### config.mk
export PLATFORM = sky130hd
export DESIGN_NAME = ex_alu_stage_flat
export DESIGN_NICKNAME = d
export VERILOG_FILES = /design/src/rtl/mips_pkg.sv /design/src/rtl/ex_alu_stage_if.sv /design/src/rtl/ex_alu_stage_alu_core.sv /design/src/rtl/ex_alu_stage.sv /design/src/flat_wrapper.sv
export SDC_FILE = /design/constraint.sdc
export NUM_CORES = 1
export LEC_CHECK = 0
export ABC_AREA = 0
export CAP_MARGIN = 20
export CORE_ASPECT_RATIO = 1.75
export CORE_MARGIN = 1.5
export CORE_UTILIZATION = 30
export DETAILED_ROUTE_END_ITERATION = 8
export PLACE_DENSITY = 0.59
export SLEW_MARGIN = 40
export SYNTH_ARGS = -nofsm -noshare
export SYNTH_HDL_FRONTEND = slang
export SYNTH_HIERARCHICAL = 1
export SYNTH_SLANG_ARGS = --single-unit
### constraint.sdc
create_clock -name clk -period 2 [get_ports clk]
set_input_delay 0.3 -clock clk [delete_from_list [all_inputs] [get_ports clk]]
set_output_delay 0.3 -clock clk [all_outputs]
set_load 0.03 [all_outputs]
### src/rtl/mips_pkg.sv
// Shared MIPS pipeline definitions: ALU operation codes, forwarding selects,
// and default datapath widths.
package mips_pkg;

  localparam int DEF_DATA_W = 32;
  localparam int DEF_REG_AW = 5;

  typedef enum logic [3:0] {
    ALU_NOP = 4'h0,
    ALU_OR  = 4'h3,
    ALU_ADD = 4'h4,
    ALU_SUB = 4'h5,
    ALU_AND = 4'h7
  } alu_op_e;

  localparam logic [1:0] FWD_REG   = 2'd0;
  localparam logic [1:0] FWD_EXMEM = 2'd1;
  localparam logic [1:0] FWD_MEMWB = 2'd2;

endpackage

### src/rtl/ex_alu_stage_if.sv
// ID/EX inputs and EX/MEM outputs of the execute stage, grouped as one bundle.
interface ex_alu_stage_if #(
  parameter int DATA_W = 32,
  parameter int REG_AW = 5
);
  logic              in_valid;
  logic [3:0]        operation;
  logic [DATA_W-1:0] rs_data;
  logic [DATA_W-1:0] rt_data;
  logic [DATA_W-1:0] imm;
  logic              alu_src;
  logic [1:0]        fwd_a;
  logic [1:0]        fwd_b;
  logic [DATA_W-1:0] exmem_fwd;
  logic [DATA_W-1:0] memwb_fwd;
  logic [REG_AW-1:0] dest_reg;
  logic              reg_write;
  logic              mem_read;
  logic              mem_write;
  logic              stall;
  logic              flush;

  logic              out_valid;
  logic [DATA_W-1:0] alu_result;
  logic [DATA_W-1:0] store_data;
  logic [REG_AW-1:0] out_dest_reg;
  logic              out_reg_write;
  logic              out_mem_read;
  logic              out_mem_write;
  logic              zero;
  logic              overflow;
  logic              illegal_op;

  modport master (
    output in_valid, operation, rs_data, rt_data, imm, alu_src, fwd_a, fwd_b,
           exmem_fwd, memwb_fwd, dest_reg, reg_write, mem_read, mem_write,
           stall, flush,
    input  out_valid, alu_result, store_data, out_dest_reg, out_reg_write,
           out_mem_read, out_mem_write, zero, overflow, illegal_op
  );

  modport slave (
    input  in_valid, operation, rs_data, rt_data, imm, alu_src, fwd_a, fwd_b,
           exmem_fwd, memwb_fwd, dest_reg, reg_write, mem_read, mem_write,
           stall, flush,
    output out_valid, alu_result, store_data, out_dest_reg, out_reg_write,
           out_mem_read, out_mem_write, zero, overflow, illegal_op
  );
endinterface

### src/rtl/ex_alu_stage_alu_core.sv
// Combinational ALU: result, signed add/sub overflow, and undefined-code flag.
module alu_core
  import mips_pkg::*;
#(
  parameter int DATA_W = DEF_DATA_W
) (
  input  logic [DATA_W-1:0] i_a,
  input  logic [DATA_W-1:0] i_b,
  input  logic [3:0]        i_operation,
  output logic [DATA_W-1:0] o_result,
  output logic              o_overflow,
  output logic              o_illegal
);

  logic [DATA_W-1:0] w_sum;
  logic [DATA_W-1:0] w_diff;
  logic              w_sa;
  logic              w_sb;

  assign w_sum  = i_a + i_b;
  assign w_diff = i_a - i_b;
  assign w_sa   = i_a[DATA_W-1];
  assign w_sb   = i_b[DATA_W-1];

  always_comb begin
    o_result   = '0;
    o_overflow = 1'b0;
    o_illegal  = 1'b0;
    case (i_operation)
      ALU_NOP: o_result = '0;
      ALU_OR:  o_result = i_a | i_b;
      ALU_AND: o_result = i_a & i_b;
      ALU_ADD: begin
        o_result   = w_sum;
        o_overflow = (w_sa == w_sb) && (w_sum[DATA_W-1] != w_sa);
      end
      ALU_SUB: begin
        o_result   = w_diff;
        o_overflow = (w_sa != w_sb) && (w_diff[DATA_W-1] != w_sa);
      end
      default: o_illegal = 1'b1;
    endcase
  end

endmodule

### src/rtl/ex_alu_stage.sv
// MIPS execute stage: operand forwarding, ALU, and the EX/MEM pipeline register
// with flush > stall > load update priority.
module ex_alu_stage
  import mips_pkg::*;
#(
  parameter int DATA_W = DEF_DATA_W,
  parameter int REG_AW = DEF_REG_AW
) (
  input  logic         clk,
  input  logic         rst_n,
  ex_alu_stage_if.slave bus
);

  logic [DATA_W-1:0] w_a;
  logic [DATA_W-1:0] w_bf;
  logic [DATA_W-1:0] w_b;
  logic [DATA_W-1:0] w_result;
  logic              w_overflow;
  logic              w_illegal;

  logic              r_valid;
  logic [DATA_W-1:0] r_result;
  logic [DATA_W-1:0] r_store;
  logic [REG_AW-1:0] r_dest;
  logic              r_reg_write;
  logic              r_mem_read;
  logic              r_mem_write;
  logic              r_zero;
  logic              r_overflow;
  logic              r_illegal;

  function automatic logic [DATA_W-1:0] fwd_mux(
    input logic [1:0]        sel,
    input logic [DATA_W-1:0] reg_val,
    input logic [DATA_W-1:0] exmem_val,
    input logic [DATA_W-1:0] memwb_val
  );
    case (sel)
      FWD_EXMEM: fwd_mux = exmem_val;
      FWD_MEMWB: fwd_mux = memwb_val;
      default:   fwd_mux = reg_val;
    endcase
  endfunction

  assign w_a  = fwd_mux(bus.fwd_a, bus.rs_data, bus.exmem_fwd, bus.memwb_fwd);
  assign w_bf = fwd_mux(bus.fwd_b, bus.rt_data, bus.exmem_fwd, bus.memwb_fwd);
  assign w_b  = bus.alu_src ? bus.imm : w_bf;

  alu_core #(.DATA_W(DATA_W)) u_alu (
    .i_a         (w_a),
    .i_b         (w_b),
    .i_operation (bus.operation),
    .o_result    (w_result),
    .o_overflow  (w_overflow),
    .o_illegal   (w_illegal)
  );

  // Flush clears only the control set; datapath fields keep their old values.
  always_ff @(posedge clk or negedge rst_n) begin
    if (!rst_n) begin
      r_valid     <= 1'b0;
      r_result    <= '0;
      r_store     <= '0;
      r_dest      <= '0;
      r_reg_write <= 1'b0;
      r_mem_read  <= 1'b0;
      r_mem_write <= 1'b0;
      r_zero      <= 1'b0;
      r_overflow  <= 1'b0;
      r_illegal   <= 1'b0;
    end else if (bus.flush) begin
      r_valid     <= 1'b0;
      r_reg_write <= 1'b0;
      r_mem_read  <= 1'b0;
      r_mem_write <= 1'b0;
      r_overflow  <= 1'b0;
      r_illegal   <= 1'b0;
    end else if (!bus.stall) begin
      r_valid     <= bus.in_valid;
      r_result    <= w_result;
      r_store     <= w_bf;
      r_dest      <= bus.dest_reg;
      r_zero      <= (w_result == '0);
      r_reg_write <= bus.in_valid & bus.reg_write;
      r_mem_read  <= bus.in_valid & bus.mem_read;
      r_mem_write <= bus.in_valid & bus.mem_write;
      r_overflow  <= bus.in_valid & w_overflow;
      r_illegal   <= bus.in_valid & w_illegal;
    end
  end

  assign bus.out_valid     = r_valid;
  assign bus.alu_result    = r_result;
  assign bus.store_data    = r_store;
  assign bus.out_dest_reg  = r_dest;
  assign bus.out_reg_write = r_reg_write;
  assign bus.out_mem_read  = r_mem_read;
  assign bus.out_mem_write = r_mem_write;
  assign bus.zero          = r_zero;
  assign bus.overflow      = r_overflow;
  assign bus.illegal_op    = r_illegal;

endmodule

### src/flat_wrapper.sv
// flat-port wrapper written by rule: the top's interface ports become plain ports
module ex_alu_stage_flat import mips_pkg::*;
#(
  parameter int DATA_W = DEF_DATA_W,
  parameter int REG_AW = DEF_REG_AW
)
  (clk, rst_n, bus_in_valid, bus_operation, bus_rs_data, bus_rt_data, bus_imm, bus_alu_src, bus_fwd_a, bus_fwd_b, bus_exmem_fwd, bus_memwb_fwd, bus_dest_reg, bus_reg_write, bus_mem_read, bus_mem_write, bus_stall, bus_flush, bus_out_valid, bus_alu_result, bus_store_data, bus_out_dest_reg, bus_out_reg_write, bus_out_mem_read, bus_out_mem_write, bus_zero, bus_overflow, bus_illegal_op);
  ex_alu_stage_if #(.DATA_W(DATA_W), .REG_AW(REG_AW)) bus_i ();
  input  logic clk;
  input  logic rst_n;
  input wire logic [$bits(bus_i.in_valid)-1:0] bus_in_valid;
  input wire logic [$bits(bus_i.operation)-1:0] bus_operation;
  input wire logic [$bits(bus_i.rs_data)-1:0] bus_rs_data;
  input wire logic [$bits(bus_i.rt_data)-1:0] bus_rt_data;
  input wire logic [$bits(bus_i.imm)-1:0] bus_imm;
  input wire logic [$bits(bus_i.alu_src)-1:0] bus_alu_src;
  input wire logic [$bits(bus_i.fwd_a)-1:0] bus_fwd_a;
  input wire logic [$bits(bus_i.fwd_b)-1:0] bus_fwd_b;
  input wire logic [$bits(bus_i.exmem_fwd)-1:0] bus_exmem_fwd;
  input wire logic [$bits(bus_i.memwb_fwd)-1:0] bus_memwb_fwd;
  input wire logic [$bits(bus_i.dest_reg)-1:0] bus_dest_reg;
  input wire logic [$bits(bus_i.reg_write)-1:0] bus_reg_write;
  input wire logic [$bits(bus_i.mem_read)-1:0] bus_mem_read;
  input wire logic [$bits(bus_i.mem_write)-1:0] bus_mem_write;
  input wire logic [$bits(bus_i.stall)-1:0] bus_stall;
  input wire logic [$bits(bus_i.flush)-1:0] bus_flush;
  output wire logic [$bits(bus_i.out_valid)-1:0] bus_out_valid;
  output wire logic [$bits(bus_i.alu_result)-1:0] bus_alu_result;
  output wire logic [$bits(bus_i.store_data)-1:0] bus_store_data;
  output wire logic [$bits(bus_i.out_dest_reg)-1:0] bus_out_dest_reg;
  output wire logic [$bits(bus_i.out_reg_write)-1:0] bus_out_reg_write;
  output wire logic [$bits(bus_i.out_mem_read)-1:0] bus_out_mem_read;
  output wire logic [$bits(bus_i.out_mem_write)-1:0] bus_out_mem_write;
  output wire logic [$bits(bus_i.zero)-1:0] bus_zero;
  output wire logic [$bits(bus_i.overflow)-1:0] bus_overflow;
  output wire logic [$bits(bus_i.illegal_op)-1:0] bus_illegal_op;
  assign bus_i.in_valid = bus_in_valid;
  assign bus_i.operation = bus_operation;
  assign bus_i.rs_data = bus_rs_data;
  assign bus_i.rt_data = bus_rt_data;
  assign bus_i.imm = bus_imm;
  assign bus_i.alu_src = bus_alu_src;
  assign bus_i.fwd_a = bus_fwd_a;
  assign bus_i.fwd_b = bus_fwd_b;
  assign bus_i.exmem_fwd = bus_exmem_fwd;
  assign bus_i.memwb_fwd = bus_memwb_fwd;
  assign bus_i.dest_reg = bus_dest_reg;
  assign bus_i.reg_write = bus_reg_write;
  assign bus_i.mem_read = bus_mem_read;
  assign bus_i.mem_write = bus_mem_write;
  assign bus_i.stall = bus_stall;
  assign bus_i.flush = bus_flush;
  assign bus_out_valid = bus_i.out_valid;
  assign bus_alu_result = bus_i.alu_result;
  assign bus_store_data = bus_i.store_data;
  assign bus_out_dest_reg = bus_i.out_dest_reg;
  assign bus_out_reg_write = bus_i.out_reg_write;
  assign bus_out_mem_read = bus_i.out_mem_read;
  assign bus_out_mem_write = bus_i.out_mem_write;
  assign bus_zero = bus_i.zero;
  assign bus_overflow = bus_i.overflow;
  assign bus_illegal_op = bus_i.illegal_op;
  ex_alu_stage #(.DATA_W(DATA_W), .REG_AW(REG_AW)) u_core (.clk(clk), .rst_n(rst_n), .bus(bus_i));
endmodule
# Word level (Yosys, flattened, before mapping)
# Index checks and enable logic that the tools add are counted.
[totals]
regBits = 76
latchBits = 0
ramBits = 0
mem_bits_ro = 0
in_bits = 182
out_inout_bits = 76
memories = 0
[op_classes]
addsub = 2
multipliers = 0
div = 0
magnitude_cmp = 0
eq_ne = 13
shift = 0
muxes = 18
bitwise = 9
n_reduce_logical = 6
[op_table]
columns = ["cell", "n"]
rows = [
  ["$pmux W32 S2", 2],
  ["$pmux W32 S4", 1],
  ["$add A32 B32 Y32", 1],
  ["$and A32 B32 Y32", 1],
  ["$logic_not A32 Y1", 1],
  ["$mux W32", 1],
  ["$or A32 B32 Y32", 1],
  ["$sub A32 B32 Y32", 1],
  ["$mux W1", 13],
  ["$eq A4 B3 Y1 const B", 3],
  ["$and A1 B1 Y1", 5],
  ["$reduce_or A5 Y1", 1],
  ["$eq A2 B1 Y1 const B", 2],
  ["$eq A2 B2 Y1 const B", 2],
  ["$eq A4 B2 Y1 const B", 1],
  ["$logic_not A4 Y1", 1],
  ["$ne A1 B1 Y1", 3],
  ["$logic_and A1 B1 Y1", 2],
  ["$ne A2 B1 Y1 const B", 1],
  ["$not A1 Y1", 2],
  ["$pmux W1 S2", 1],
  ["$reduce_and A2 Y1", 1],
  ["$eq A1 B1 Y1", 1],
]

# Logic depth before layout (Yosys ltp)
[depth]
depth_word = 10
ltp_mapped = 23

# Cells and area by module
# Netlist, hierarchy kept.
[by_module_without_submodules]
columns = ["mod", "instances", "cells_each", "area_per_inst_um2", "seq_area_each_um2"]
rows = [
  ["alu_core", 1, 657, 4503.1, 0.0],
  ["ex_alu_stage", 1, 483, 4364.2, 1901.8],
]

# Worst setup path before layout
# No wires, ideal clock.
[synth_timing]
path_type = "input to register"
startpoint = "in bus_fwd_b[0]"
endpoint = "reg u_core.r_zero, in the netlist u_core/bus.zero"
setup_time_ns = 0.095
t_arrival_ns = 4.521
required_ns = 1.905
setup_slack_ns = -2.616
path_stages = 22
n_path_buf = 2
cell_sequence = "inv_1 -> ha_1 -> clkbuf_1 -> clkbuf_1 -> a221o_1 -> o21ai_0 -> o21ai_0 -> inv_1 -> fa_1 -> nand2b_1 -> a211o_1 -> a2111o_1 -> a311oi_1 -> o31a_1 -> or2_2 -> a21oi_1 -> o21ai_0 -> mux2i_1 -> nand3_1 -> nor4_1 -> nand4_1 -> o31ai_1"
[synth_between]
elab_chain_cells = 6
[synth_rtl]
columns = ["element", "line", "text"]
rows = [
  ["from (decl)", "flat_wrapper.sv:18", "input wire logic [$bits(bus_i.fwd_b)-1:0] bus_fwd_b;"],
  ["$eq A2 B2 Y1 / $eq A2 B1 Y1 (equally long branches)", "ex_alu_stage.sv:38", "case (sel)"],
  ["$pmux W32 S2 *", "ex_alu_stage.sv:38", ""],
  ["$mux W32 *", "ex_alu_stage.sv:47", "assign w_b = bus.alu_src ? bus.imm : w_bf;"],
  ["net u_core.w_b[1]", "ex_alu_stage.sv:16", "logic [DATA_W-1:0] w_b;"],
  ["$sub A32 B32 Y32 / $add A32 B32 Y32 (equally long branches)", "ex_alu_stage_alu_core.sv:21, ex_alu_stage_alu_core.sv:20", ""],
  ["$pmux W32 S4 *", "ex_alu_stage_alu_core.sv:29", "case (i_operation)"],
  ["net u_core.w_result[24]", "ex_alu_stage.sv:17", "logic [DATA_W-1:0] w_result;"],
  ["$logic_not A32 Y1 *", "ex_alu_stage.sv:83", "r_zero <= (w_result == '0);"],
  ["to (signal assigned)", "ex_alu_stage.sv:83", ""],
  ["to (decl)", "ex_alu_stage.sv:28", "logic r_zero;"],
]
# Mark *: on every way through the listed nets, which the timed path passes. The rest lies on a longest branch.
# A chain may end at the register's enable or synchronous reset.

# Worst setup path in the final report
[layout_timing]
startpoint = "in bus_memwb_fwd[4]"
endpoint = "reg u_core.r_zero, in the netlist u_core/bus.zero"
[layout_between]
elab_chain_cells = 5
[layout_rtl]
columns = ["element", "line", "text"]
rows = [
  ["from (decl)", "flat_wrapper.sv:20", "input wire logic [$bits(bus_i.memwb_fwd)-1:0] bus_memwb_fwd;"],
  ["$pmux W32 S2 *", "ex_alu_stage.sv:38", ""],
  ["$mux W32 *", "ex_alu_stage.sv:47", ""],
  ["net u_core.w_b[4]", "ex_alu_stage.sv:16", ""],
  ["$sub A32 B32 Y32 / $add A32 B32 Y32 (equally long branches)", "ex_alu_stage_alu_core.sv:21, ex_alu_stage_alu_core.sv:20", ""],
  ["$pmux W32 S4 *", "ex_alu_stage_alu_core.sv:29", ""],
  ["net u_core.w_result[29]", "ex_alu_stage.sv:17", ""],
  ["$logic_not A32 Y1 *", "ex_alu_stage.sv:83", ""],
]
# Marked as above.

==> flow_summary.json <==
{
  "synthTopCellsByArea": "dfrtp_1 (21%), ha_1 (16%), o21ai_0 (8.8%), nand2_1 (6.4%), inv_1 (4.0%)",
  "grt_pass1_vias": 12276,
  "placed_area_sq_um": 15000,
  "p_total_uw": 11000,
  "fin_area_sq_um": 17000,
  "pwr-share-clk": 0.157,
  "num_rows": 83,
  "grt_pass1_wl_mm": 67.4,
  "pwr-share-comb": 0.672,
  "setup_ws_ps": -2310,
  "fp.dieArea_sq_um": 30600,
  "yosysUniqueCellTypes": 71,
  "layout.nets": 2078,
  "synth-simple-area-share": 0.142,
  "synth_xor_area_frac": 0.0306,
  "synth_top_family_by_area": "compound AO/OA/AOI/OAI gates",
  "seq_power_share": 0.171,
  "worstMarginPinSlew_ps": 595,
  "syn_to_final_growth_pct": 92.0,
  "ys_ff_latch": 76,
  "hold_viol_final": 0,
  "drive_gt1_frac": 0.412,
  "fin_util": 0.583,
  "maxSlewHeadroom": 0.599,
  "synth_edf_count": 0,
  "synthArstFlopShare": 1.00,
  "critPathLaunchType": "primary input",
  "route.detailed.wl_per_inst_microns": 21.1,
  "avgSynthCellArea_sq_um": 7.78,
  "synth.most_common_cell": "o21ai_0",
  "muxShareOfSynthArea": 0.0586,
  "synth_warnings": 6,
  "multiInputGateArea_sq_um": 7670,
  "whs_ps": 397,
  "max_clock_freq_ghz": 0.232,
  "detailedPlace.worstSlack_ps": -3510,
  "cts_tree": "done",
  "synth_flop_cell": "dfrtp_1",
  "grt_use_total": 0.294,
  "nFillCells": 2653,
  "first_pass_iters": 5,
  "violations": "setup timing",
  "clk_pin_slew_ps": 70,
  "initial_core_util": 0.304,
  "end_kind": "flop",
  "drv_slew": 0,
  "core_area_sq_um": 29200,
  "initialDrtViolationCount": 572,
  "netlist_area_sq_um": 8870,
  "p_int_uw": 6410,
  "root_buffer": "clkbuf_16",
  "seqCellArea_sq_um": 1900,
  "synth_cells": 1140,
  "post_drt_via_cell_ratio": 5.30,
  "ant_nets": 0,
  "grt_setup_unrepaired": "true",
  "crit_fanout": 4,
  "die_x_microns": 133,
  "path_class": "primary input to flop",
  "die_y_microns": 230,
  "routed_wl_mm": 45.9,
  "p_leak_uw": 0.00774,
  "setup_violations": 34,
  "maxCapViolCount": 0,
  "gp_congestion": 0.995,
  "clock_path_buffers": 2,
  "htreeDepth": 3,
  "fin_skew_ps": 0,
  "cellPowerDensity_nw_per_um2": 648,
  "cts_sinks": 76,
  "synthTopCellsByCount": "o21ai_0 (156), nand2_1 (151), ha_1 (112)",
  "synthAdderAreaFrac": 0.163,
  "crit_required_ps": 2290,
  "hold_path.class": "primary input to asynchronous set/reset pin",
  "swShare": 0.419,
  "ir_worst_vdd_v": 0.000559,
  "yosysSeqAreaShare": 0.214,
  "yosysTopAreaCell": "dfrtp_1",
  "grt_max_degree": 31,
  "arrival_ps": 4600,
  "syn_nets": 1436,
  "finalCritPeriodShare": 2.16,
  "synth_top_cell_area_share": 0.214,
  "dp_hpwl_mm": 37.1,
  "power_switching_uw": 4610,
  "grt_overflow": 0,
  "clk_latency_ps": 370,
  "antenna_found_initial": 2,
  "layout_min_cycle_time_ps": 4310,
  "vias": 11494,
  "numCtsBuffers": 9,
  "top_level_ports": 258,
  "synth_compound_area_frac": 0.312,
  "drc": 0,
  "status": "finished with violations",
  "port_buffers": 257
}
==> routing by layer <==
metal | part of all wire | up-vias | track usage
met5 | 0 | - | 0
met4 | 0.11 | 0 | 0.286
met3 | 0.028 | 205 | 0.0274
met2 | 0.56 | 382 | 0.594
met1 | 0.30 | 5513 | 0.236
li1 | - | 5394 | -
==> cell type report <==
cell class,count,area share
antenna,2,0.000294
tap,382,0.0281
clock inverter,6,0.00382
inverter,95,0.0220
multi-input combinational,888,0.450
timing repair buffer,712,0.371
clock buffer,9,0.0132
sequential,76,0.112
==> layout by cell type (no fill, tap or decap), types with 9 or more instances in the layout <==
cell type	instances
mux2_2	11
xnor2_1	18
o21ai_2	45
dfrtp_1	76
nand2_1	148
a22oi_1	33
nor2_1	48
a21oi_1	38
clkdlybuf4s50_1	246
nand3_1	14
clkbuf_16	9
a221o_1	32
buf_6	35
inv_1	81
mux2_4	26
o21ai_0	74
o221ai_2	27
nor4_1	12
ha_1	83
a21oi_2	19
o211ai_1	9
buf_4	403
buf_12	15
o21ai_1	38
ha_4	23
inv_2	9
a21o_1	14
==> per-stage QoR <==
step,TNS (ps),instances
5_1_grt,-61690,2170
3_3_place_gp,-99790,2098
2_1_floorplan,-46110,1140
6_report,-56770,2170
4_1_cts,-54930,2151
3_5_place_dp,-101210,2098
==> kinds of logic after synthesis <==
kind of cell	after synthesis
flip-flops	76
AO/OA/AOI/OAI	415
adder cells (fa/ha/maj)	114
buffers and inverters	176
multiplexers	42
AND/OR/NAND/NOR	286
XOR/XNOR	31
==> critical path: stages <==
cell	delay, ps
clkdlybuf4s50_1	570
a221o_1	190
o21ai_2	60
o21ai_2	190
inv_1	120
ha_4	310
buf_6	100
o211ai_1	100
o211ai_1	280
a41oi_2	170
buf_4	180
a2111oi_4	290
buf_4	200
nor3_4	50
o31ai_4	290
buf_4	160
a21oi_4	40
xor2_1	160
o221ai_2	150
nor4_2	320
nand4_1	140
o31ai_2	210
==> path summary, 6_finish.rpt <==
check	slack (ps)	to	startpoint	depth (start not counted)
min in group clk	480	u_core/bus.store_data[23]	u_core/bus.store_data[23]	2
setup reg to reg	1210	u_core/bus.alu_result[29]	u_core/bus.alu_result[29]	1
hold reg to reg	480	u_core/bus.store_data[23]	u_core/bus.store_data[23]	2
setup / recovery	-2310	u_core/bus.zero	bus_memwb_fwd[4]	22
hold / removal	400	u_core/bus.alu_result[14]	rst_n	2
max in group asynchronous	1020	u_core/bus.out_dest_reg[2]	rst_n	3
==> power by group through the flow <==
stage	Clock (uW)	Sequential [uW]	Combinational, uW
floorplan	0	2320	2550
global placement	0	1910	6120
detailed placement	0	1910	6160
CTS	1770	1890	6950
global route	1820	1910	7860
finish	1730	1880	7410
==> repair_timing <==
action                                  4_1_cts  5_1_grt
setup buffers                                46       28
gates resized for setup                     235       94
pin swaps                                   118      104
hold endpoints to repair                     26        0
endpoints found under the setup margin       41       34
hold buffers                                  1        0
Note: power is estimated with default switching activity, not from simulation.
